[src/rtl/video_timing_gen.sv]
// Raster timing generator: h/v counters, syncs, DE and pixel muxing for a TMDS transmitter.
// Optional colour-bar source is built only with VIDEO_TIMING_GEN_TEST_PATTERN_EN.
module video_timing_gen #(
  parameter int H_ACTIVE  = 1280,
  parameter int H_FP      = 110,
  parameter int H_SYNC    = 40,
  parameter int H_BP      = 220,
  parameter int V_ACTIVE  = 720,
  parameter int V_FP      = 5,
  parameter int V_SYNC    = 5,
  parameter int V_BP      = 20,
  parameter bit HSYNC_POL = 1'b1,
  parameter bit VSYNC_POL = 1'b1
) (
  input  logic        video_clock,
  input  logic        reset_n,
  input  logic        enable,
  input  logic        pattern_en,
  input  logic [23:0] pix_data,
  input  logic        pix_valid,
  output logic        pix_ready,
  output logic        video_hsync,
  output logic        video_vsync,
  output logic        video_de,
  output logic [23:0] video_data,
  output logic        frame_start,
  output logic        underflow
);

  localparam int HT = H_ACTIVE + H_FP + H_SYNC + H_BP;
  localparam int VT = V_ACTIVE + V_FP + V_SYNC + V_BP;

  generate
    if (HT > 4095 || VT > 2047) begin : g_bad_timing
      $error("video_timing_gen: HT must be <= 4095 and VT <= 2047");
    end
  endgenerate

  localparam logic [11:0] H_ACT  = 12'(H_ACTIVE);
  localparam logic [11:0] H_LAST = 12'(HT - 1);
  localparam logic [11:0] HS_BEG = 12'(H_ACTIVE + H_FP);
  localparam logic [11:0] HS_END = 12'(H_ACTIVE + H_FP + H_SYNC);
  localparam logic [10:0] V_ACT  = 11'(V_ACTIVE);
  localparam logic [10:0] V_LAST = 11'(VT - 1);
  localparam logic [10:0] VS_BEG = 11'(V_ACTIVE + V_FP);
  localparam logic [10:0] VS_END = 11'(V_ACTIVE + V_FP + V_SYNC);

  typedef enum logic [1:0] {
    S_IDLE,
    S_RUN,
    S_STOP
  } state_t;

  state_t      state_q, state_d;
  logic [11:0] h_q, h_d;
  logic [10:0] v_q, v_d;

  logic        de_q, de_d;
  logic        hs_q, hs_d;
  logic        vs_q, vs_d;
  logic [23:0] data_q, data_d;
  logic        fs_q, fs_d;
  logic        uf_q, uf_d;

  logic        running;
  logic        h_end;
  logic        v_end;
  logic        active;
  logic        pat_act;
  logic [23:0] bar_rgb;

  assign running = (state_q != S_IDLE);
  assign h_end   = (h_q == H_LAST);
  assign v_end   = (v_q == V_LAST);
  assign active  = (h_q < H_ACT) && (v_q < V_ACT);

`ifdef VIDEO_TIMING_GEN_TEST_PATTERN_EN
  localparam int BAR_W = (H_ACTIVE / 8 > 0) ? H_ACTIVE / 8 : 1;

  logic [2:0] bar;

  always_comb begin
    bar = '0;
    for (int k = 1; k < 8; k++) begin
      if (h_q >= 12'(k * BAR_W)) bar = 3'(k);
    end
  end

  // Bar order W,Y,C,G,M,R,B,K maps to R=~b1, G=~b2, B=~b0
  assign bar_rgb = {{8{~bar[1]}}, {8{~bar[2]}}, {8{~bar[0]}}};
  assign pat_act = pattern_en;
`else
  logic unused_pattern_en;

  assign unused_pattern_en = pattern_en;
  assign bar_rgb = '0;
  assign pat_act = 1'b0;
`endif

  assign pix_ready = running && active && !pat_act;

  always_comb begin
    state_d = state_q;
    unique case (state_q)
      S_IDLE: begin
        if (enable) state_d = S_RUN;
      end
      S_RUN: begin
        if (!enable) state_d = S_STOP;
      end
      S_STOP: begin
        if (enable) state_d = S_RUN;
        else if (h_end && v_end) state_d = S_IDLE;
      end
      default: state_d = S_IDLE;
    endcase
  end

  always_comb begin
    h_d = h_q;
    v_d = v_q;
    if (!running) begin
      h_d = '0;
      v_d = '0;
    end else if (h_end) begin
      h_d = '0;
      v_d = v_end ? '0 : v_q + 11'd1;
    end else begin
      h_d = h_q + 12'd1;
    end
  end

  always_comb begin
    de_d   = running && active;
    hs_d   = ~HSYNC_POL;
    vs_d   = ~VSYNC_POL;
    data_d = '0;
    uf_d   = 1'b0;
    fs_d   = de_d && (h_q == '0) && (v_q == '0);
    if (running && h_q >= HS_BEG && h_q < HS_END) hs_d = HSYNC_POL;
    if (running && v_q >= VS_BEG && v_q < VS_END) vs_d = VSYNC_POL;
    if (de_d) begin
      if (pat_act) begin
        data_d = bar_rgb;
      end else if (pix_valid) begin
        data_d = pix_data;
      end else begin
        uf_d = 1'b1;
      end
    end
  end

  always_ff @(posedge video_clock) begin
    if (!reset_n) begin
      state_q <= S_IDLE;
      h_q     <= '0;
      v_q     <= '0;
      de_q    <= 1'b0;
      hs_q    <= ~HSYNC_POL;
      vs_q    <= ~VSYNC_POL;
      data_q  <= '0;
      fs_q    <= 1'b0;
      uf_q    <= 1'b0;
    end else begin
      state_q <= state_d;
      h_q     <= h_d;
      v_q     <= v_d;
      de_q    <= de_d;
      hs_q    <= hs_d;
      vs_q    <= vs_d;
      data_q  <= data_d;
      fs_q    <= fs_d;
      uf_q    <= uf_d;
    end
  end

  assign video_de    = de_q;
  assign video_hsync = hs_q;
  assign video_vsync = vs_q;
  assign video_data  = data_q;
  assign frame_start = fs_q;
  assign underflow   = uf_q;

endmodule

[config.mk]
export PLATFORM = sky130hd
export DESIGN_NAME = video_timing_gen
export DESIGN_NICKNAME = d
export VERILOG_FILES = /design/src/rtl/video_timing_gen.sv
export SDC_FILE = /design/constraint.sdc
export NUM_CORES = 1
export LEC_CHECK = 0
export CORE_MARGIN = 1.5
export CORE_UTILIZATION = 43
export DETAILED_ROUTE_END_ITERATION = 8
export GPL_ROUTABILITY_DRIVEN = 0
export PLACE_DENSITY = 0.75
export RECOVER_POWER = 100
export SETUP_SLACK_MARGIN = 0.2
export SYNTH_ARGS = -nofsm -noshare
export SYNTH_HDL_FRONTEND = slang
export SYNTH_SLANG_ARGS = --single-unit
[constraint.sdc]
create_clock -name video_clock -period 2.05 [get_ports video_clock]
set_input_delay 0.205 -clock video_clock [delete_from_list [all_inputs] [get_ports video_clock]]
set_output_delay 0.205 -clock video_clock [all_outputs]
set_load 0.02 [all_outputs]
==> reports/metrics.yaml, run 1 <==
power:
  clockPowerShare_pct: 34.2
  p_seq_share_pct: 57.6
  comb_power_share_pct: 8.2
  power_density_nw_per_um2: 590
  ir_drop_mv: 0.280
  swShare_pct: 23.1
  p_sw_w: 0.000429
  p_leak_nw: 1.28
  cellInternalPower_w: 0.00143
logic_synthesis:
  syn-num-nets: 281
  synth_top_cell_area_share_pct: 48.5
  ys_ff_latch: 54
  synth_largest_area_cell: "dfxtp_1"
  synth_warnings: 0
  syn_area_um2: 2230
  avgSynthCellArea_um2: 9.05
  ys_seq_area_share_pct: 48.5
  synthCells: 246
  yosysUniqueCellTypes: 34
  synthTopCellsByArea: "dfxtp_1 (49%), and3_1 (7.9%), nor2_1 (4.4%)"
global_routing:
  antenna_found_initial: 0
  grt_pass1_wl_mm: 7.65
  grt_pass1_vias: 1627
  grt_max_degree: 28
  grt_overflow_total: 0
  grt_util_all_layers_pct: 18.0
route:
  avgViaCountPerCell: 5.16
  drtIter0Drc: 111
  drt-total-wl_mm: 5.34
  postRouteAntennaNets: 0
  met1_length_mm: 2.41
  met3WireLength_um: 164
  wire_per_inst_um: 13.6
  vias: 2021
  firstDrtPassIters: 4
  drc_errors: 0
  met2_wirelength_mm: 2.70
  top_layer_used: "met4"
clocking:
  hold_buffers: 0
  cts_buffer_depth: 2
  cts.sinks: 54
  cts-htree-levels: 2
  clock_latency_ns: 0.31
  cts_buffers: 5
  cts_root_buf: "clkbuf_8"
  tritoncts: "done"
  path_clk_slew_ns: 0.10
worst_setup_path:
  cp_max_fo: 4
  crit_path_max_incr_delay_ns: 0.55
  endpoint_kind: "register"
  critPathKind: "reg2reg"
  worstPathCellList: "or4_4, or4_4, or4_1, a21oi_1"
  crit_family: "simple AND/OR/NAND/NOR gates"
  crit_required_ns: 2.29
  slowest_stage: "or4_4"
  cpMostUsedCell: "or4_4"
  crit_buf_inv: 0
  crit_arrival_ns: 2.16
  cp-start-kind: "register"
floorplanning:
  ioPinCount: 59
  core_area_um2: 5040
  die-area_um2: 5620
  die-width_um: 75.0
  row_count: 26
  chipHeight_um: 75.0
  floorplan.initialDensity_pct: 44.2
sta:
  finClkSkew_ns: 0.00414
  slew_viol_final: 0
  tightestPinTransition_ns: 1.12
  fin_crit_ns: 1.93
  rsz0062_at_grt: "yes"
  max_freq_mhz: 519
  final_min_period_over_clock_period_pct: 94.0
  finalSetupViolCount: 0
  finalSetupTns_ns: 0
  slew_headroom_pct: 24.3
  report.final.hold_viol_count: 0
placement:
  place_area_um2: 2980
  port_buffers: 57
  dpl.hpwl_mm: 3.67
final_layout:
  syn_to_final_growth_pct: 41.5
  layout-drive-gt1-share_pct: 11.2
  nets: 356
  n_antenna_cell: 0
  fin_area_um2: 3150
run:
  drv_cap: 0
min_path:
  hold_class: "in2reg"
run_status:
  status: "complete, no violations"
-- worst reg2reg max path, cell delays in order, from the launching register on --
cell and delay, ns:
dfxtp_1 0.33, or4_4 0.55, or4_4 0.44, or4_1 0.41, a21oi_1 0.12
-- final timing paths --
kind              start    endpoint  slack (ns)  cells past startpoint
max              h_q[2]      v_q[4]        0.12                      4
min              enable  state_q[0]        0.47                      3
max reg2reg      h_q[2]      v_q[4]        0.12                      4
min reg2reg  state_q[0]  state_q[0]        0.53                      1
-- state kept, by name (all words and copies together) (netlist names) --
register	cells
state_q	2
h_q	12
video_de	1
video_data	24
underflow	1
frame_start	1
v_q	11
video_hsync	1
video_vsync	1
-- cell usage after synthesis --
master,number
buf_6,2
nor4_1,8
o21ai_0,7
nand3_1,11
and3_1,28
o21ai_1,3
a21oi_1,10
nand4_1,2
nand2_1,15
a21o_1,1
a31oi_1,2
or3b_1,2
nor3b_1,1
nor4b_1,3
inv_1,8
or2_1,1
nor2_1,26
dfxtp_1,54
nor2b_1,2
nor3_1,8
xnor2_1,11
o221ai_1,1
nand2b_1,4
mux2i_1,2
clkbuf_1,10
a211oi_1,2
xor2_1,2
a2111oi_1,1
and2_1,1
or4_1,4
and4_1,2
nand4b_1,4
ha_1,6
or4_4,2
-- power by group through the flow --
stage / registers, W / clock network, W / logic, W
after floorplan: 0.00111 / 0 / 0.0000385
after global placement: 0.00110 / 0 / 0.000152
after detailed placement: 0.00110 / 0 / 0.000153
after CTS: 0.00107 / 0.000659 / 0.000153
after global routing: 0.00107 / 0.000696 / 0.000164
final: 0.00107 / 0.000636 / 0.000152
-- timing repair --
item / in CTS / in global routing
pin swaps: 3 / 4
buffers inserted: 3 / 1
endpoints found under the hold margin: 0 / 0
setup endpoints to repair: 12 / 24
resized for setup: 4 / 10
gates cloned: 0 / 1
-- metrics by stage --
stage	hold slack, ns	setup slack, ns	cells	utilization [%]	power, W
floorplan	0.277	0.0428	246	-	0.00115
global placement	0.503	0.129	379	59.1	0.00125
detailed placement	0.503	0.121	379	59.1	0.00125
CTS	0.460	0.127	390	61.8	0.00188
global route	0.465	0.0525	392	62.5	0.00193
finish	0.468	0.124	392	62.5	0.00186
-- placed cells by master (no fill, tap or decap), types with 3 or more instances in the layout --
cell and count:
a21oi_1 10, and3_1 28, buf_4 17, clkbuf_8 6
clkdlybuf4s50_1 27, dfxtp_1 54, dlygate4sd3_1 29, ha_1 6
inv_1 8, nand2_1 15, nand2b_1 4, nand3_1 10
nand4b_1 4, nor2_1 26, nor3_1 7, nor4_1 6
nor4b_1 3, o21ai_0 8, or4_1 3, or4_4 3
xnor2_1 11
-- layout make-up --
class | count | area (um2)
Tap cell | 70 | 87.6
Clock inverter | 2 | 17.5
Clock buffer | 6 | 82.6
Timing Repair Buffer | 80 | 757
Inverter | 8 | 30.0
Sequential cell | 54 | 1080
Multi-Input combinational cell | 172 | 1100
Fill cell | 418 | 1890
-- kinds of logic (layout without fill, tap and decap cells) --
| logic type | count (synthesis) | in the layout | synth area share (%) |
|---|---|---|---|
| buffers and inverters | 20 | 96 | 4.05 |
| and+or+nand+nor | 124 | 124 | 31.1 |
| DFF | 54 | 54 | 48.5 |
| xor gates and xnor gates | 13 | 13 | 5.11 |
| muxes | 2 | 2 | 0.899 |
| AOI/OAI and AO/OA | 27 | 27 | 6.91 |
| adders and majority gates | 6 | 6 | 3.37 |
-- metal layers --
layer	vias up	global-route usage, %
met5	-	0
met2	35	26.5
met1	962	24.6
met3	6	5.09
li1	1018	-
met4	0	7.88
Power figures use the tool's default switching activity.
==> run 2, diff against run 1 <==
CORE_UTILIZATION = 47   (was 43)
PLACE_DENSITY = 0.78   (was 0.75)
clock period = 2.3 ns   (was 2.05 ns; I/O delays follow)
==> reports/metrics.yaml, run 2 (synthesis gave the netlist of run 1 again) <==
run_status:
  status: "finished, violations left"
  violations: "DRC"
placement:
  place_area_um2: 2870
  place_inst: 351
  port_buffers: 57
  dpl.hpwl_mm: 3.77
  dpl_worst_slack_ns: 0.272
route:
  top_layer_used: "met4"
  postRouteAntennaNets: 0
  met3WireLength_um: 299
  met2_wirelength_mm: 2.49
  vias: 1962
  firstDrtPassIters: 8
  drt-total-wl_mm: 5.19
  avgViaCountPerCell: 5.48
  drc_errors: 2
  met1_length_mm: 2.34
  wire_per_inst_um: 14.5
  drtIter0Drc: 183
global_routing:
  grt_overflow_total: 0
  grt_pass1_vias: 1743
  grt_max_degree: 28
  antenna_found_initial: 0
  grt_pass1_wl_mm: 8.47
  grt_util_all_layers_pct: 20.9
final_layout:
  syn_to_final_growth_pct: 33.9
  fillerInstances: 370
  final_cells: 358
  n_antenna_cell: 0
  largest_register_ffs: 24
  layout-drive-gt1-share_pct: 6.54
  final_common_cell: "dfxtp_1"
  fin_area_um2: 2980
  multiInputGateArea_um2: 1070
  seq_area_um2: 1080
  final_cell_mix: "dfxtp_1 (54), dlygate4sd3_1 (29), and3_1 (28), clkdlybuf4s50_1 (27), nor2_1 (26)"
  nets: 341
worst_setup_path:
  cpMostUsedCell: "or4_4"
  critPathKind: "reg2reg"
  cp-start-kind: "register"
  crit_path_max_incr_delay_ns: 0.61
  crit_buf_inv: 0
  crit_required_ns: 2.48
  endpoint_kind: "register"
  reg2reg_depth: 4
  worstPathCellList: "or4_4, or4_4, o21ai_0, nor2_1"
  worstSetupPathDepth: 4
  cp_max_fo: 8
  crit_arrival_ns: 2.30
  slowest_stage: "or4_4"
  crit_family: "simple AND/OR/NAND/NOR gates"
sta:
  fin_crit_ns: 2.12
  finalSetupViolCount: 0
  rsz0062_at_grt: "yes"
  finClkSkew_ns: 0.00421
  slew_viol_final: 0
  finalSetupTns_ns: 0
  setup_ws_ns: 0.179
  tightestPinTransition_ns: 1.10
  slew_headroom_pct: 26.0
  final_min_period_over_clock_period_pct: 92.2
  max_freq_mhz: 471
  report.final.hold_viol_count: 0
clocking:
  clock_latency_ns: 0.31
  cts.sinks: 54
  cts_buffer_depth: 2
  tritoncts: "done"
  hold_buffers: 0
  postCtsSetupRepairBufs: 0
  cts_root_buf: "clkbuf_8"
  cts_buffers: 5
  path_clk_slew_ns: 0.09
  cts-htree-levels: 2
floorplanning:
  die-area_um2: 5160
  floorplan.initialDensity_pct: 50.1
  row_count: 24
  chipHeight_um: 71.8
  die-width_um: 71.8
  ioPinCount: 59
  core_area_um2: 4440
power:
  ir_drop_mv: 0.283
  swShare_pct: 21.7
  power_density_nw_per_um2: 574
  clockPowerShare_pct: 36.8
  p_seq_share_pct: 55.7
  cellInternalPower_w: 0.00134
  comb_power_share_pct: 7.5
  total_power_w: 0.00171
  p_sw_w: 0.000371
  p_leak_nw: 1.20
min_path:
  hold_depth: 3
  hold_class: "in2reg"
run:
  drv_cap: 0
-- run 2: power by group through the flow --
stage / registers (W) / logic, W / clock network (W)
2_1_floorplan: 0.000992 / 0.0000336 / 0
3_3_place_gp: 0.000976 / 0.000133 / 0
3_5_place_dp: 0.000977 / 0.000135 / 0
4_1_cts: 0.000955 / 0.000135 / 0.000633
5_1_grt: 0.000956 / 0.000138 / 0.000680
6_report: 0.000954 / 0.000128 / 0.000629
-- run 2: cell type report --
class                      instances  area share (%)
timing repair buffer              65            21.1
sequential                        54            36.2
clock buffer                       5            2.31
tap                               52            2.18
inverter                           8            1.01
multi-input combinational        172            35.9
clock inverter                     2            1.30
-- run 2: worst register-to-register path, cell delays in order (launching register included) --
cell and delay (ns):
dfxtp_1 0.37, or4_4 0.61, or4_4 0.46, o21ai_0 0.45, nor2_1 0.10
-- run 2: worst paths after layout --
kind	start	endpoint	slack, ns
setup / recovery	h_q[7]	v_q[0]	0.18
hold / removal	enable	state_q[0]	0.49
setup reg to reg	h_q[7]	v_q[0]	0.18
hold reg to reg	state_q[0]	state_q[0]	0.55
-- run 2: timing repair --
| item | 4_1_cts | 5_1_grt |
|---|---|---|
| endpoints found under the hold margin | 0 | 0 |
| resized for setup | 1 | 3 |
| endpoints found under the setup margin | 1 | 7 |
| pin swaps | 0 | 1 |
-- run 2: per-layer routing --
metal / GRT usage [%] / vias up
met5: 0 / -
met4: 6.71 / 0
met3: 5.34 / 7
met2: 32.4 / 60
met1: 28.5 / 909
li1: - / 986
-- run 2: metrics by stage --
step | hold slack (ns) | util (%)
after CTS | 0.486 | 67.0
after floorplan | 0.302 | -
after global placement | 0.498 | 64.6
after detailed placement | 0.506 | 64.6
after global routing | 0.487 | 67.1
final | 0.487 | 67.1
==> run 3, diff against run 2 <==
clock period = 2.1 ns   (was 2.3 ns; I/O delays follow)
==> reports/metrics.yaml, run 3 (synthesis gave the netlist of run 1 again) <==
worst_setup_path:
  critPathLaunch: "h_q[3]"
  endpoint_kind: "register"
  worstPathCellList: "or4_4, or4_1, or4_1, a21oi_1"
  crit_arrival_ns: 2.21
  crit_family: "simple AND/OR/NAND/NOR gates"
  cp-endpoint: "v_q[4]"
  crit_path_max_incr_delay_ns: 0.58
  cp-start-kind: "register"
  worstSetupPathDepth: 4
  cp_max_fo: 7
  reg2reg_depth: 4
  crit_buf_inv: 0
  rrSetupSlack_ns: 0.12
  slowest_stage: "or4_4"
  crit_required_ns: 2.33
  cpMostUsedCell: "or4_1"
  reg2reg_from: "h_q[3]"
  critPathKind: "reg2reg"
  regToRegEndpoint: "v_q[4]"
power:
  clockPowerShare_pct: 36.1
  p_seq_share_pct: 56.2
  ir_drop_mv: 0.651
  swShare_pct: 20.7
  cellInternalPower_w: 0.00147
  total_power_w: 0.00186
  comb_power_share_pct: 7.7
  power_density_nw_per_um2: 611
  p_leak_nw: 1.24
  p_sw_w: 0.000386
sta:
  tightestPinTransition_ns: 1.20
  slew_viol_final: 0
  finalSetupTns_ns: 0
  max_freq_mhz: 506
  rsz0062_at_grt: "yes"
  finalSetupViolCount: 0
  finClkSkew_ns: 0.00519
  final_min_period_over_clock_period_pct: 94.2
  slew_headroom_pct: 19.0
  fin_crit_ns: 1.98
  report.final.hold_viol_count: 0
route:
  drt-total-wl_mm: 5.28
  drc_errors: 0
  firstDrtPassIters: 6
  vias: 2007
  wire_per_inst_um: 14.3
  postRouteAntennaNets: 0
  avgViaCountPerCell: 5.44
  drtIter0Drc: 143
floorplanning:
  die-area_um2: 5160
  core_area_um2: 4440
  die-width_um: 71.8
  row_count: 24
  chipHeight_um: 71.8
  ioPinCount: 59
  floorplan.initialDensity_pct: 50.1
final_layout:
  largest_register_ffs: 24
  final_cell_mix: "dfxtp_1 (54), dlygate4sd3_1 (29), and3_1 (28), clkdlybuf4s50_1 (27), nor2_1 (26)"
  final_common_cell: "dfxtp_1"
  fillerInstances: 377
  nets: 351
  syn_to_final_growth_pct: 36.5
  fin_area_um2: 3040
  layout-drive-gt1-share_pct: 8.83
  n_antenna_cell: 0
  multiInputGateArea_um2: 1060
  seq_area_um2: 1080
global_routing:
  grt_overflow_total: 0
  grt_max_degree: 28
  grt_util_all_layers_pct: 21.0
  grt_pass1_wl_mm: 8.48
  antenna_found_initial: 0
  grt_pass1_vias: 1766
placement:
  dpl.hpwl_mm: 3.88
  place_area_um2: 2930
  port_buffers: 57
clocking:
  cts_root_buf: "clkbuf_8"
  hold_buffers: 0
  cts.sinks: 54
  clock_latency_ns: 0.30
  cts-htree-levels: 2
  cts_buffer_depth: 2
  tritoncts: "done"
  path_clk_slew_ns: 0.09
  cts_buffers: 5
run:
  drv_cap: 0
min_path:
  hold_class: "in2reg"
run_status:
  status: "complete, no violations"
[run 3: cell count changes in the layout (fill, tap and decap cells not counted), sizes merged]
cell,previous run,this run
clkbuf,5,11
clkinv,1,0
buf,8,15
dlygate4sd2,1,0
[run 3: area by class of cell]
class / instances / share of cell area (%)
flip-flops and latches: 54 / 35.6
multi-input cells: 172 / 35.0
repair buffers: 75 / 22.8
clock buffers: 7 / 2.51
well taps: 52 / 2.14
clock inverters: 1 / 0.988
inverters: 8 / 0.988
[run 3: stage by stage]
| stage | cells | hold WS, ns | worst slack (ns) | utilization, % |
|---|---|---|---|---|
| floorplan | 246 | 0.282 | 0.0928 | - |
| detailed placement | 359 | 0.521 | 0.160 | 66.0 |
| finish | 369 | 0.486 | 0.122 | 68.4 |
| global placement | 359 | 0.493 | 0.180 | 66.0 |
| global route | 369 | 0.475 | 0.0679 | 68.4 |
| CTS | 368 | 0.471 | 0.155 | 68.5 |
[run 3: per-layer routing]
layer	wire (um)	vias up	share of wire [%]	GRT usage (%)
met5	0	-	0	0
met4	168	0	3.2	10.7
met3	252	16	4.8	4.22
met2	2540	55	48	32.7
met1	2320	927	44	27.7
li1	-	1009	-	-
[run 3: power groups by stage]
stage	logic, W	clock network [W]	registers (W)
after CTS	0.000149	0.000697	0.00105
after detailed placement	0.000150	0	0.00107
final	0.000142	0.000672	0.00104
after floorplan	0.0000369	0	0.00109
after global routing	0.000150	0.000731	0.00105
after global placement	0.000147	0	0.00107
[run 3: worst reg2reg max path, stage by stage, from the launching register on]
cell	delay (ns)
dfxtp_1	0.32
or4_4	0.58
or4_1	0.48
or4_1	0.41
a21oi_1	0.12
[run 3: worst min-delay path by stage]
stage / endpoint / start / slack [ns] / cells past startpoint
after global routing: video_data[5] / pix_data[5] / 0.48 / 2
after detailed placement: v_q[5] / v_q[5] / 0.52 / 2
final: video_data[1] / pix_data[1] / 0.49 / 2
after CTS: state_q[0] / enable / 0.47 / 3
after floorplan: underflow / pix_valid / 0.28 / 1
after global placement: state_q[0] / state_q[0] / 0.49 / 1
[run 3: timing repair]
item                       in CTS  in global routing
hold endpoints to repair        0                  0
setup endpoints to repair       4                 12
gates cloned                    0                  0
pin swaps                       2                  2
gates resized for setup         2                  6
setup buffers                   1                  1
